### config.mk
export PLATFORM = sky130hd
export DESIGN_NAME = act_sparse_encoder_flat
export DESIGN_NICKNAME = d
export VERILOG_FILES = /design/src/rtl/act_sparse_encoder_pkg.sv /design/src/rtl/act_sparse_encoder_if.sv /design/src/rtl/act_sparse_encoder_popcount16.sv /design/src/rtl/act_sparse_encoder.sv /design/src/flat_wrapper.sv
export SDC_FILE = /design/constraint.sdc
export NUM_CORES = 1
export LEC_CHECK = 0
export CAP_MARGIN = 20
export CORE_MARGIN = 2
export CORE_UTILIZATION = 54
export DETAILED_ROUTE_END_ITERATION = 6
export PLACE_DENSITY = 0.8
export SLEW_MARGIN = 20
export SYNTH_ARGS = -nofsm -noshare
export SYNTH_HDL_FRONTEND = slang
export SYNTH_SLANG_ARGS = --single-unit
export TNS_END_PERCENT = 50
### constraint.sdc
create_clock -name clk -period 5.8 [get_ports clk]
set_input_delay 0.58 -clock clk [delete_from_list [all_inputs] [get_ports clk]]
set_output_delay 0.58 -clock clk [all_outputs]
set_load 0.01 [all_outputs]
### src/rtl/act_sparse_encoder_pkg.sv
// Shared widths and FSM encoding for the sparse activation write path.
// The read side imports the same package so that both agree on the row format.
package act_sparse_encoder_pkg;

    localparam int DATA_WIDTH      = 8;
    localparam int IF_WIDTH        = 16;
    localparam int ADDR_WIDTH      = 3;
    localparam int ACT_INDEX_WIDTH = $clog2(IF_WIDTH);

    typedef logic [IF_WIDTH-1:0][DATA_WIDTH-1:0] row_t;

    typedef enum logic [1:0] {
        ENC_IDLE   = 2'd0,
        ENC_GATHER = 2'd1,
        ENC_FULL   = 2'd2
    } enc_state_e;

endpackage

### src/rtl/act_sparse_encoder_if.sv
// Activation stream in, flag/data RAM write beat out.
// Handshake: an element moves on a rising clk edge where in_valid && in_ready; the RAM side has no ready.
interface act_sparse_encoder_if;
    import act_sparse_encoder_pkg::*;

    logic                           start;
    logic                           in_valid;
    logic                           in_ready;
    logic [DATA_WIDTH-1:0]          act_in;
    logic                           in_last;
    logic                           wr_req_act_flag;
    logic [IF_WIDTH-1:0]            wr_data_act_flag;
    logic [IF_WIDTH-1:0]            wr_req_act;
    logic [DATA_WIDTH*IF_WIDTH-1:0] wr_data_act;
    logic [ACT_INDEX_WIDTH:0]       row_val_num;
    logic [ADDR_WIDTH:0]            row_cnt;
    logic                           frame_done;
    logic                           full;

    modport master (
        output start, in_valid, act_in, in_last,
        input  in_ready, wr_req_act_flag, wr_data_act_flag, wr_req_act, wr_data_act,
        input  row_val_num, row_cnt, frame_done, full
    );

    modport slave (
        input  start, in_valid, act_in, in_last,
        output in_ready, wr_req_act_flag, wr_data_act_flag, wr_req_act, wr_data_act,
        output row_val_num, row_cnt, frame_done, full
    );

endinterface

### src/rtl/act_sparse_encoder_popcount16.sv
// Combinational population count of a 16-bit row bitmap.
module popcount16 (
    input  logic [15:0] bits_i,
    output logic [4:0]  count_o
);

    always_comb begin
        count_o = '0;
        for (int i = 0; i < 16; i++) begin
            count_o = count_o + 5'(bits_i[i]);
        end
    end

endmodule

### src/rtl/act_sparse_encoder.sv
// Gathers IF_WIDTH activations per row and emits one registered write beat per row:
// the nonzero bitmap to the flag RAM plus per-column strobes for the nonzero values.
module act_sparse_encoder
    import act_sparse_encoder_pkg::*;
#(
    parameter int ROW_DEPTH = 1 << ADDR_WIDTH
) (
    input  logic                 clk,
    input  logic                 reset,
    act_sparse_encoder_if.slave  bus,
    output enc_state_e           dbg_state_o
);

    localparam logic [ADDR_WIDTH:0] ROW_DEPTH_C = (ADDR_WIDTH+1)'(ROW_DEPTH);

    enc_state_e                 state_q, state_d;
    logic [ACT_INDEX_WIDTH-1:0] col_cnt_q;
    row_t                       row_q, row_d;
    logic [IF_WIDTH-1:0]        flag_q, flag_d;
    logic [ADDR_WIDTH:0]        row_cnt_q;

    logic                       beat_q;
    logic [IF_WIDTH-1:0]        beat_flag_q;
    row_t                       beat_row_q;
    logic [ACT_INDEX_WIDTH:0]   beat_num_q;
    logic                       done_q;

    logic                       in_ready;
    logic                       accept;
    logic                       close;
    logic [ACT_INDEX_WIDTH:0]   pop_num;

    // Row as it will look after this cycle's accept; a closing row is taken from here.
    always_comb begin
        in_ready = (state_q == ENC_GATHER) && !bus.start;
        accept   = bus.in_valid && in_ready;
        close    = accept && ((col_cnt_q == ACT_INDEX_WIDTH'(IF_WIDTH-1)) || bus.in_last);
        row_d    = row_q;
        flag_d   = flag_q;
        if (accept) begin
            row_d[col_cnt_q]  = bus.act_in;
            flag_d[col_cnt_q] = (bus.act_in != '0);
        end
    end

    popcount16 u_popcount (
        .bits_i  (flag_d),
        .count_o (pop_num)
    );

    always_comb begin
        state_d = state_q;
        unique case (state_q)
            ENC_IDLE: begin
                state_d = ENC_IDLE;
            end
            ENC_GATHER: begin
                if (close) begin
                    if (bus.in_last) begin
                        state_d = ENC_IDLE;
                    end else if (row_cnt_q + 1'b1 == ROW_DEPTH_C) begin
                        state_d = ENC_FULL;
                    end
                end
            end
            ENC_FULL: begin
                state_d = ENC_FULL;
            end
            default: begin
                state_d = ENC_IDLE;
            end
        endcase
        if (bus.start) begin
            state_d = ENC_GATHER;
        end
    end

    always_ff @(posedge clk or negedge reset) begin
        if (!reset) begin
            state_q   <= ENC_IDLE;
            col_cnt_q <= '0;
            row_q     <= '0;
            flag_q    <= '0;
            row_cnt_q <= '0;
        end else begin
            state_q <= state_d;
            // Gather registers are cleared on close so unfilled columns of a short row read as 0.
            if (bus.start || close) begin
                col_cnt_q <= '0;
                row_q     <= '0;
                flag_q    <= '0;
            end else if (accept) begin
                col_cnt_q <= col_cnt_q + 1'b1;
                row_q     <= row_d;
                flag_q    <= flag_d;
            end
            if (bus.start) begin
                row_cnt_q <= '0;
            end else if (close) begin
                row_cnt_q <= row_cnt_q + 1'b1;
            end
        end
    end

    // Output beat registers are separate from gather, so a new row can start during the beat.
    always_ff @(posedge clk or negedge reset) begin
        if (!reset) begin
            beat_q      <= 1'b0;
            beat_flag_q <= '0;
            beat_row_q  <= '0;
            beat_num_q  <= '0;
            done_q      <= 1'b0;
        end else begin
            beat_q      <= close;
            beat_flag_q <= close ? flag_d : '0;
            beat_row_q  <= close ? row_d : '0;
            beat_num_q  <= close ? pop_num : '0;
            done_q      <= close && bus.in_last;
        end
    end

    assign bus.in_ready         = in_ready;
    assign bus.wr_req_act_flag  = beat_q;
    assign bus.wr_data_act_flag = beat_flag_q;
    assign bus.wr_req_act       = beat_flag_q;
    assign bus.wr_data_act      = beat_row_q;
    assign bus.row_val_num      = beat_num_q;
    assign bus.row_cnt          = row_cnt_q;
    assign bus.frame_done       = done_q;
    assign bus.full             = (row_cnt_q == ROW_DEPTH_C);
    assign dbg_state_o          = state_q;

endmodule

### src/flat_wrapper.sv
// flat-port wrapper written by rule: the top's interface ports become plain ports
module act_sparse_encoder_flat import act_sparse_encoder_pkg::*;
#(
    parameter int ROW_DEPTH = 1 << ADDR_WIDTH
)
  (clk, reset, dbg_state_o, bus_start, bus_in_valid, bus_act_in, bus_in_last, bus_in_ready, bus_wr_req_act_flag, bus_wr_data_act_flag, bus_wr_req_act, bus_wr_data_act, bus_row_val_num, bus_row_cnt, bus_frame_done, bus_full);
  act_sparse_encoder_if bus_i ();
  input  logic clk;
  input  logic reset;
  output enc_state_e dbg_state_o;
  input wire logic [$bits(bus_i.start)-1:0] bus_start;
  input wire logic [$bits(bus_i.in_valid)-1:0] bus_in_valid;
  input wire logic [$bits(bus_i.act_in)-1:0] bus_act_in;
  input wire logic [$bits(bus_i.in_last)-1:0] bus_in_last;
  output wire logic [$bits(bus_i.in_ready)-1:0] bus_in_ready;
  output wire logic [$bits(bus_i.wr_req_act_flag)-1:0] bus_wr_req_act_flag;
  output wire logic [$bits(bus_i.wr_data_act_flag)-1:0] bus_wr_data_act_flag;
  output wire logic [$bits(bus_i.wr_req_act)-1:0] bus_wr_req_act;
  output wire logic [$bits(bus_i.wr_data_act)-1:0] bus_wr_data_act;
  output wire logic [$bits(bus_i.row_val_num)-1:0] bus_row_val_num;
  output wire logic [$bits(bus_i.row_cnt)-1:0] bus_row_cnt;
  output wire logic [$bits(bus_i.frame_done)-1:0] bus_frame_done;
  output wire logic [$bits(bus_i.full)-1:0] bus_full;
  assign bus_i.start = bus_start;
  assign bus_i.in_valid = bus_in_valid;
  assign bus_i.act_in = bus_act_in;
  assign bus_i.in_last = bus_in_last;
  assign bus_in_ready = bus_i.in_ready;
  assign bus_wr_req_act_flag = bus_i.wr_req_act_flag;
  assign bus_wr_data_act_flag = bus_i.wr_data_act_flag;
  assign bus_wr_req_act = bus_i.wr_req_act;
  assign bus_wr_data_act = bus_i.wr_data_act;
  assign bus_row_val_num = bus_i.row_val_num;
  assign bus_row_cnt = bus_i.row_cnt;
  assign bus_frame_done = bus_i.frame_done;
  assign bus_full = bus_i.full;
  act_sparse_encoder #(.ROW_DEPTH(ROW_DEPTH)) u_core (.clk(clk), .reset(reset), .bus(bus_i), .dbg_state_o(dbg_state_o));
endmodule
======== Yosys cells after proc, flatten, opt, wreduce, memory -nomap -nowiden ========
Cells that the tools add are included.
word-level totals
  input bits .............................. 13
  output and inout port bits .............. 175
  word-level logic and storage cells ...... 102
  register bits after elaboration ......... 305
cells by class
  magnitude comparators ................... 2
  eq/ne operators ......................... 7
  reductions and logical operators ........ 12
  add/sub/neg operators ................... 17
  mux-type cells .......................... 24
operators with widths
  cell                   count
  $mux W128              4
  $bwmux W128            1
  $mux W16               4
  $add A5 B1 Y5          11
  $demux W8 S4           1
  $bwmux W16             1
  $mux W4                4
  $eq A4 B4 Y1 const B   3
  $add A4 B1 Y4 const B  2
  $mux W2                4
  $mux W8                1
  $reduce_bool A8 Y1     1
  $add A4 B1 Y5          1
  $logic_and A1 B1 Y1    5
  $lt A4 B5 Y1 const B   1
  $mux W5                1
  $add A3 B1 Y4          1
  $demux W1 S4           1
  $ge A4 B1 Y1 const B   1
  $ne A4 B4 Y1 const B   1
  $pmux W2 S2            1
  $reduce_bool A2 Y1     2
  $add A2 B1 Y3          1
  $ne A3 B2 Y1 const B   1
  7 further kinds        8

======== Longest topological paths before layout ========
  depth in word-level cells ............... 22
  depth in mapped cells ................... 18
  gate-level depth less buffers ........... 17

======== Cells and area by module ========
Synthesis repeated with hierarchy kept, for this count alone.
second synthesis, totals
  cell total of the unflattened synthesis .. 1,154
  area total of the unflattened synthesis .. 12,722.2 um^2
by module, submodules not included
  module              cells each  sequential area each (um^2)  instances  area each (um^2)
  act_sparse_encoder  1,107       7,632.3                      1          12,314.3
  popcount16          47          0.0                          1          407.9

======== Least setup slack after synthesis ========
OpenSTA, ideal clock, no wires.
  path kind ............................... input-to-reg
  start point ............................. input bus_act_in[0]
  end point ............................... register u_core.beat_num_q[4] (netlist: u_core.bus.row_val_num[4])
  slack ................................... 1.125 ns
  data required time ...................... 5.675 ns
  arrival time ............................ 4.551 ns
  buffers on the path ..................... 2
  library setup time ...................... 0.125 ns
  stages .................................. 15
  cells stage by stage .................... nor4_1 -> and2_1 -> clkbuf_1 -> clkbuf_1 -> a21oi_1 -> fa_1 -> fa_1 -> inv_1 -> fa_1 -> inv_1 -> fa_1 -> ha_1 -> fa_1 -> a21oi_1 -> nor3b_1
on the way
  cells in the longest elaborated chain, start to end .. 19
RTL lines
  what                          RTL line                             text
  start: declaration            flat_wrapper.sv:13                   input wire logic [$bits(bus_i.act_in)-1:0] bus_act_in;
  $reduce_bool A8 Y1 *          act_sparse_encoder.sv:42             flag_d[col_cnt_q] = (bus.act_in != '0);
  $bwmux W16 *                  act_sparse_encoder.sv:42
  $mux W16 *                    act_sparse_encoder.sv:40             if (accept) begin
  $add A1 B1 Y2                 act_sparse_encoder_popcount16.sv:10  count_o = count_o + 5'(bits_i[i]);
  $add A2 B1 Y3                 act_sparse_encoder_popcount16.sv:10
  $add A3 B1 Y4                 act_sparse_encoder_popcount16.sv:10
  $add A4 B1 Y5                 act_sparse_encoder_popcount16.sv:10
  $add A5 B1 Y5 (10 in series)  act_sparse_encoder_popcount16.sv:10
  $add A5 B1 Y5 *               act_sparse_encoder_popcount16.sv:10
  $mux W5 *                     act_sparse_encoder.sv:117            beat_num_q <= close ? pop_num : '0;
  end signal: assignment        act_sparse_encoder.sv:117
  end: declaration              act_sparse_encoder.sv:25             logic [ACT_INDEX_WIDTH:0] beat_num_q;
Mark *: on every way between the ends. The rest lies on a longest branch, timed or not.
A chain may end at the register's enable or synchronous reset.

======== Worst setup path after layout ========
  start point ............................. register u_core.state_q[1] (netlist: u_core.dbg_state_o[1])
  end point ............................... register u_core.beat_num_q[2] (netlist: u_core.bus.row_val_num[2])
on the way
  cells in the longest elaborated chain, start to end .. 20
  elaborated cells between the ends (all ways) .. 21
  those cells by class .................... add/sub (15); eq/ne (1); mux (2); reduce/logical (3)
RTL lines
  what                          RTL line                             text
  start: declaration            act_sparse_encoder.sv:16             enc_state_e state_q, state_d;
  start signal: assignment      act_sparse_encoder.sv:86             state_q <= state_d;
  $eq A2 B1 Y1 *                act_sparse_encoder.sv:35             in_ready = (state_q == ENC_GATHER) && !bus.start;
  $logic_and A1 B1 Y1 *         act_sparse_encoder.sv:35
  $logic_and A1 B1 Y1 *         act_sparse_encoder.sv:36             accept = bus.in_valid && in_ready;
  $mux W16                      act_sparse_encoder.sv:40
  $add A1 B1 Y2                 act_sparse_encoder_popcount16.sv:10
  $add A2 B1 Y3                 act_sparse_encoder_popcount16.sv:10
  $add A3 B1 Y4                 act_sparse_encoder_popcount16.sv:10
  $add A4 B1 Y5                 act_sparse_encoder_popcount16.sv:10
  $add A5 B1 Y5 (11 in series)  act_sparse_encoder_popcount16.sv:10
  $mux W5 *                     act_sparse_encoder.sv:117
Marked as above.

==> results.md <==
- The run finished, with violations left.
- The final reports fail on hold timing.
- The routed layout has around 8900 vias.
- The post-synthesis net count is 1081.
- The share of the synthesized area in the top cell type is 60.81%.
- The via count of the first global-routing pass was slightly above 9000.
- The residual DRC count is 0.
- The maximum buffer depth of the clock tree is 3.
- The depth of the worst register-to-register path is 16.
- Sorting the synthesized cells by area gives the leading types as dfrtp_1 61%, a22o_1 10%, mux2i_1 6.1%.
- The first global-routing pass estimated 50760 um of wire.
- Max-cap violations in this run came to 0.
- The capturing point of the worst reg2reg path is u_core.bus.row_val_num[2]$_DFF_PN0_.
- The die is 156.5 um wide.
- The highest attainable clock frequency is 0.1936 GHz.
- The remaining global-route overflow is 0.
- The initial utilization of the core area, before any placement, comes to a little under three fifths.
- The number of CTS-inserted buffers is 30.
- The most frequent standard cell in the layout excluding fill and tap cells is dfrtp_1.
- Routability-driven placement finished with a final weighted congestion of between 0.9 and 1.
- Across all register-to-register paths, the minimum setup slack is approximately 630 ps.
- Summing all placed instances gives a cell area of ~15000 um^2.
- The post-CTS setup-driven buffer insertion count is 0.
- In this design, the critical path's most frequently occurring cell is fa_1.
- The initialized floorplan defines 55 standard-cell rows.
- Hold repair after CTS inserted 0 buffers.
- The number of nets still failing antenna checks after routing is 0.
- Data arrives at the worst endpoint at roughly 5600 ps.
- From synthesis to final layout, the design area changed by 25.38%.
- The headroom to the max-slew limit is 39.29%.
- The power density over cell area is roughly 290 nW/um^2.
- Setup repair after global routing left no endpoint under its margin.
- The post-CTS resize count is 0.
- The signal on the critical path passes through inv_1 > ha_1 > nand4b_4 > nor2_1 > nor2_1 > a21oi_1 > fa_1 > fa_1 > inv_1 > fa_1 > inv_1 > fa_1 > ha_1 > fa_1 > xnor2_1 > nor2_1.
- In this run the worst path has a maximum fanout of 13.
- The largest incremental delay on the critical path is 560 ps.
- The final-report max-slew violation count is 0.
- The number of antenna violations at the first check in global routing is 0.
- Of the total synthesized cell area, the portion taken by XOR and XNOR cells is 0.3489%.
- The design draws 4.504 mW.
- In the layout the commonest cells are 305 x dfrtp_1, 186 x clkdlybuf4s50_1, 145 x a22o_1, 111 x nor2_1, 106 x nand2_1.
- The clock reaches the later pin of the worst-skew pair after 550 ps.
- The timing startpoint of the critical path is u_core.dbg_state_o[1]$_DFFE_PN0P_.
- The unique cell type count in the Yosys netlist is 46.
- After synthesis, the largest family of logic cells by area is compound AO/OA/AOI/OAI gates.
- The share of the core filled with cells in the final layout is 69.30%.
- Hold timing on the final database bottoms out at a slack of -12.58 ps.
- After clock tree synthesis, the clock-pin slew on the worst setup and hold paths is roughly 60 ps.
- The worst setup path is captured at a flip-flop.
- The number of enable-type register cells in the synthesized netlist is 0.
- For the final routed database, the setup TNS stands at 0 ps.
- For this design the static power due to leakage is ~7 nW.
- The cell count after synthesis came out at around 1000.
- The number of failing hold endpoints at the final stage is 29.
- Setup violations remaining at the end of the flow were counted as 0.
- CTS built an H-tree with a depth of 1.
- Dividing the synthesized area by the synthesized cell count gives 12.01 um^2.
- The origin of the critical flop-to-flop path is u_core.dbg_state_o[1]$_DFFE_PN0P_.
- For this run, asynchronously set or reset flops after synthesis account for 100.0%.
- The primary flip-flop cell chosen by synthesis mapping is dfrtp_1.
- TritonCTS built the clock tree.
- Counting flops and latches in the post-synthesis netlist gives 305.
- The min-delay analysis places its worst path in the category in2async.
- The boundary pin count is 188.
- The number of port buffers is 187.
- The number of inserted filler cells in the final layout is 1588.
- The core box area is around 23000 um^2.
- In this run, the number of DRC markers left after iteration 0 of detailed routing was 688.
- The adder and majority gate portion of the synthesized area is 2.891%.
- STA classifies the critical path startpoint as a flip-flop.
- Summed over all nets, the half-perimeter wirelength after detailed placement is 19750 um.
- The number of inserted diodes is 0.
- The die area is 24480 um^2.
- The yosys synthesis warning count is 0.
- The pin count of the biggest net entering global routing is about 170.
- Sequential elements use 60.81% of the synthesized area.
- After routing the design area is ~16000 um^2.
- The synthesized netlist devotes a little over a tenth of its cell area to simple gates.
- The proportion of layout cells with a drive suffix above 1 is 10.73%.
- The critical path ends at u_core.bus.row_val_num[2]$_DFF_PN0_.
- IR analysis of the VDD net gives a maximum drop of 200.3 uV.
- The multiplexer share of the synthesized area is roughly 6.1%.
- The post-detailed-route via-to-cell ratio is roughly 5.9.
- The die is roughly 160 um tall.
- The period utilization is 89.07%.
- The all-layer global routing usage is 26.46%.
- The total wire length after detailed routing is 31760 um.
- The final layout contains 1243 nets.
- The cell type of the slowest stage on the worst timing path is fa_1.
- The root buffer cell chosen for the clock tree is clkbuf_16.
- STA puts the critical path data required time at slightly above 6000 ps.
- The largest total area in the synthesized netlist belongs to dfrtp_1.
- The routed wire length per instance is 20.97 um.
- The worst path needs between 5000 and 6000 ps of the cycle, external delays included.
- The total clock sinks is 305.
- The slew at the pin closest to its max-slew limit is 910.7 ps.
- The classification of the worst setup path is reg2reg.
- The detailed-router iteration count before antenna repair is 5.
- Summing the areas of all compound-gate instances in the mapped netlist gives 15.21% of the synthesized area.
- The clock arrives with 17.63 ps of skew.
- The mapped cell area is 12550 um^2.
==> kinds of logic (layout without fill, tap and decap cells) <==
family / after synthesis / in the layout
AOI/OAI and AO/OA: 250 / 250
xor gates and xnor gates: 5 / 5
adders and majority gates: 23 / 23
buffers and inverters: 109 / 294
DFF: 305 / 305
muxes: 76 / 76
and+or+nand+nor: 277 / 277
==> registers in the layout, indices dropped and copies added (netlist names) <==
name / count
u_core.bus.wr_data_act_flag: 16
u_core.bus.wr_data_act: 128
u_core.bus.wr_req_act_flag: 1
u_core.dbg_state_o: 2
u_core.bus.frame_done: 1
u_core.row_q: 128
u_core.bus.row_cnt: 4
u_core.flag_q: 16
u_core.col_cnt_q: 4
u_core.bus.row_val_num: 5
==> per-stage QoR <==
stage	instances	hold slack [ps]	setup slack, ps
3_3_place_gp	1459	469.8	549.8
6_report	1515	-12.58	634.1
2_1_floorplan	1045	284.4	1125
5_1_grt	1515	18.89	366.3
4_1_cts	1514	1.812	621.7
3_5_place_dp	1459	470.0	448.8
==> worst min-delay path by stage <==
stage | end | slack [ps] | cells after the start
final | u_core.bus.wr_data_act[9]$_DFF_PN0_ | -10 | 1
after global placement | u_core.row_q[125]$_DFFE_PN0P_ | 470 | 1
after detailed placement | u_core.bus.wr_data_act[120]$_DFF_PN0_ | 470 | 1
after floorplan | u_core.bus.frame_done$_DFF_PN0_ | 280 | 0
after global routing | u_core.bus.wr_data_act[9]$_DFF_PN0_ | 20 | 1
after CTS | u_core.bus.wr_data_act[97]$_DFF_PN0_ | 2 | 1
==> synth_stat cells (all sizes together), types with 2 or more instances <==
cell      n
a211oi   11
a21o      2
a21oi    65
a22o    145
a31o      2
and2     14
buf      49
clkbuf   42
dfrtp   305
fa       10
ha       13
inv      18
mux2i    76
nand2   107
nand2b    2
nand3     5
nand3b    2
nand4b    5
nor2    126
nor4      2
o21ai    19
or2       8
or3       2
xnor2     4
==> metal layers <==
metal | share of wire [%] | track usage (%) | wire length (um) | vias up
met1 | 43 | 36.97 | 13610 | 4578
met5 | 0 | 0 | 0 | -
met3 | 6.5 | 4.209 | 2068 | 63
li1 | - | - | - | 3935
met4 | 2.5 | 8.082 | 806 | 0
met2 | 48 | 43.17 | 15280 | 359
==> final cells by class <==
| type | instances | area, um^2 | share of cell area (%) |
|---|---|---|---|
| flip-flops and latches | 305 | 7632 | 48.50 |
| multi-input cells | 631 | 4397 | 27.94 |
| repair buffers | 221 | 2165 | 13.75 |
| clock inverters | 14 | 226.5 | 1.439 |
| clock buffers | 41 | 893.4 | 5.677 |
| well taps | 285 | 356.6 | 2.266 |
| inverters | 18 | 67.56 | 0.4293 |
==> worst max-delay path: cells and delay by family (launching register included) <==
| kind | cells | cell delay, ps |
|---|---|---|
| AO/OA/AOI/OAI | 1 | 160 |
| XOR/XNOR | 1 | 200 |
| adder cells (fa/ha/maj) | 7 | 3260 |
| buffers and inverters | 3 | 220 |
| flip-flops | 1 | 400 |
| AND/OR/NAND/NOR | 4 | 800 |
==> report_power, final <==
part           internal [mW]  leakage (nW)  switching [mW]  total (mW)
clock network           1.34         0.560           0.818        2.16
logic                 0.0481          2.08           0.157       0.205
registers               2.13          4.26         0.00511        2.14
Note: power is estimated with default switching activity, not from simulation.
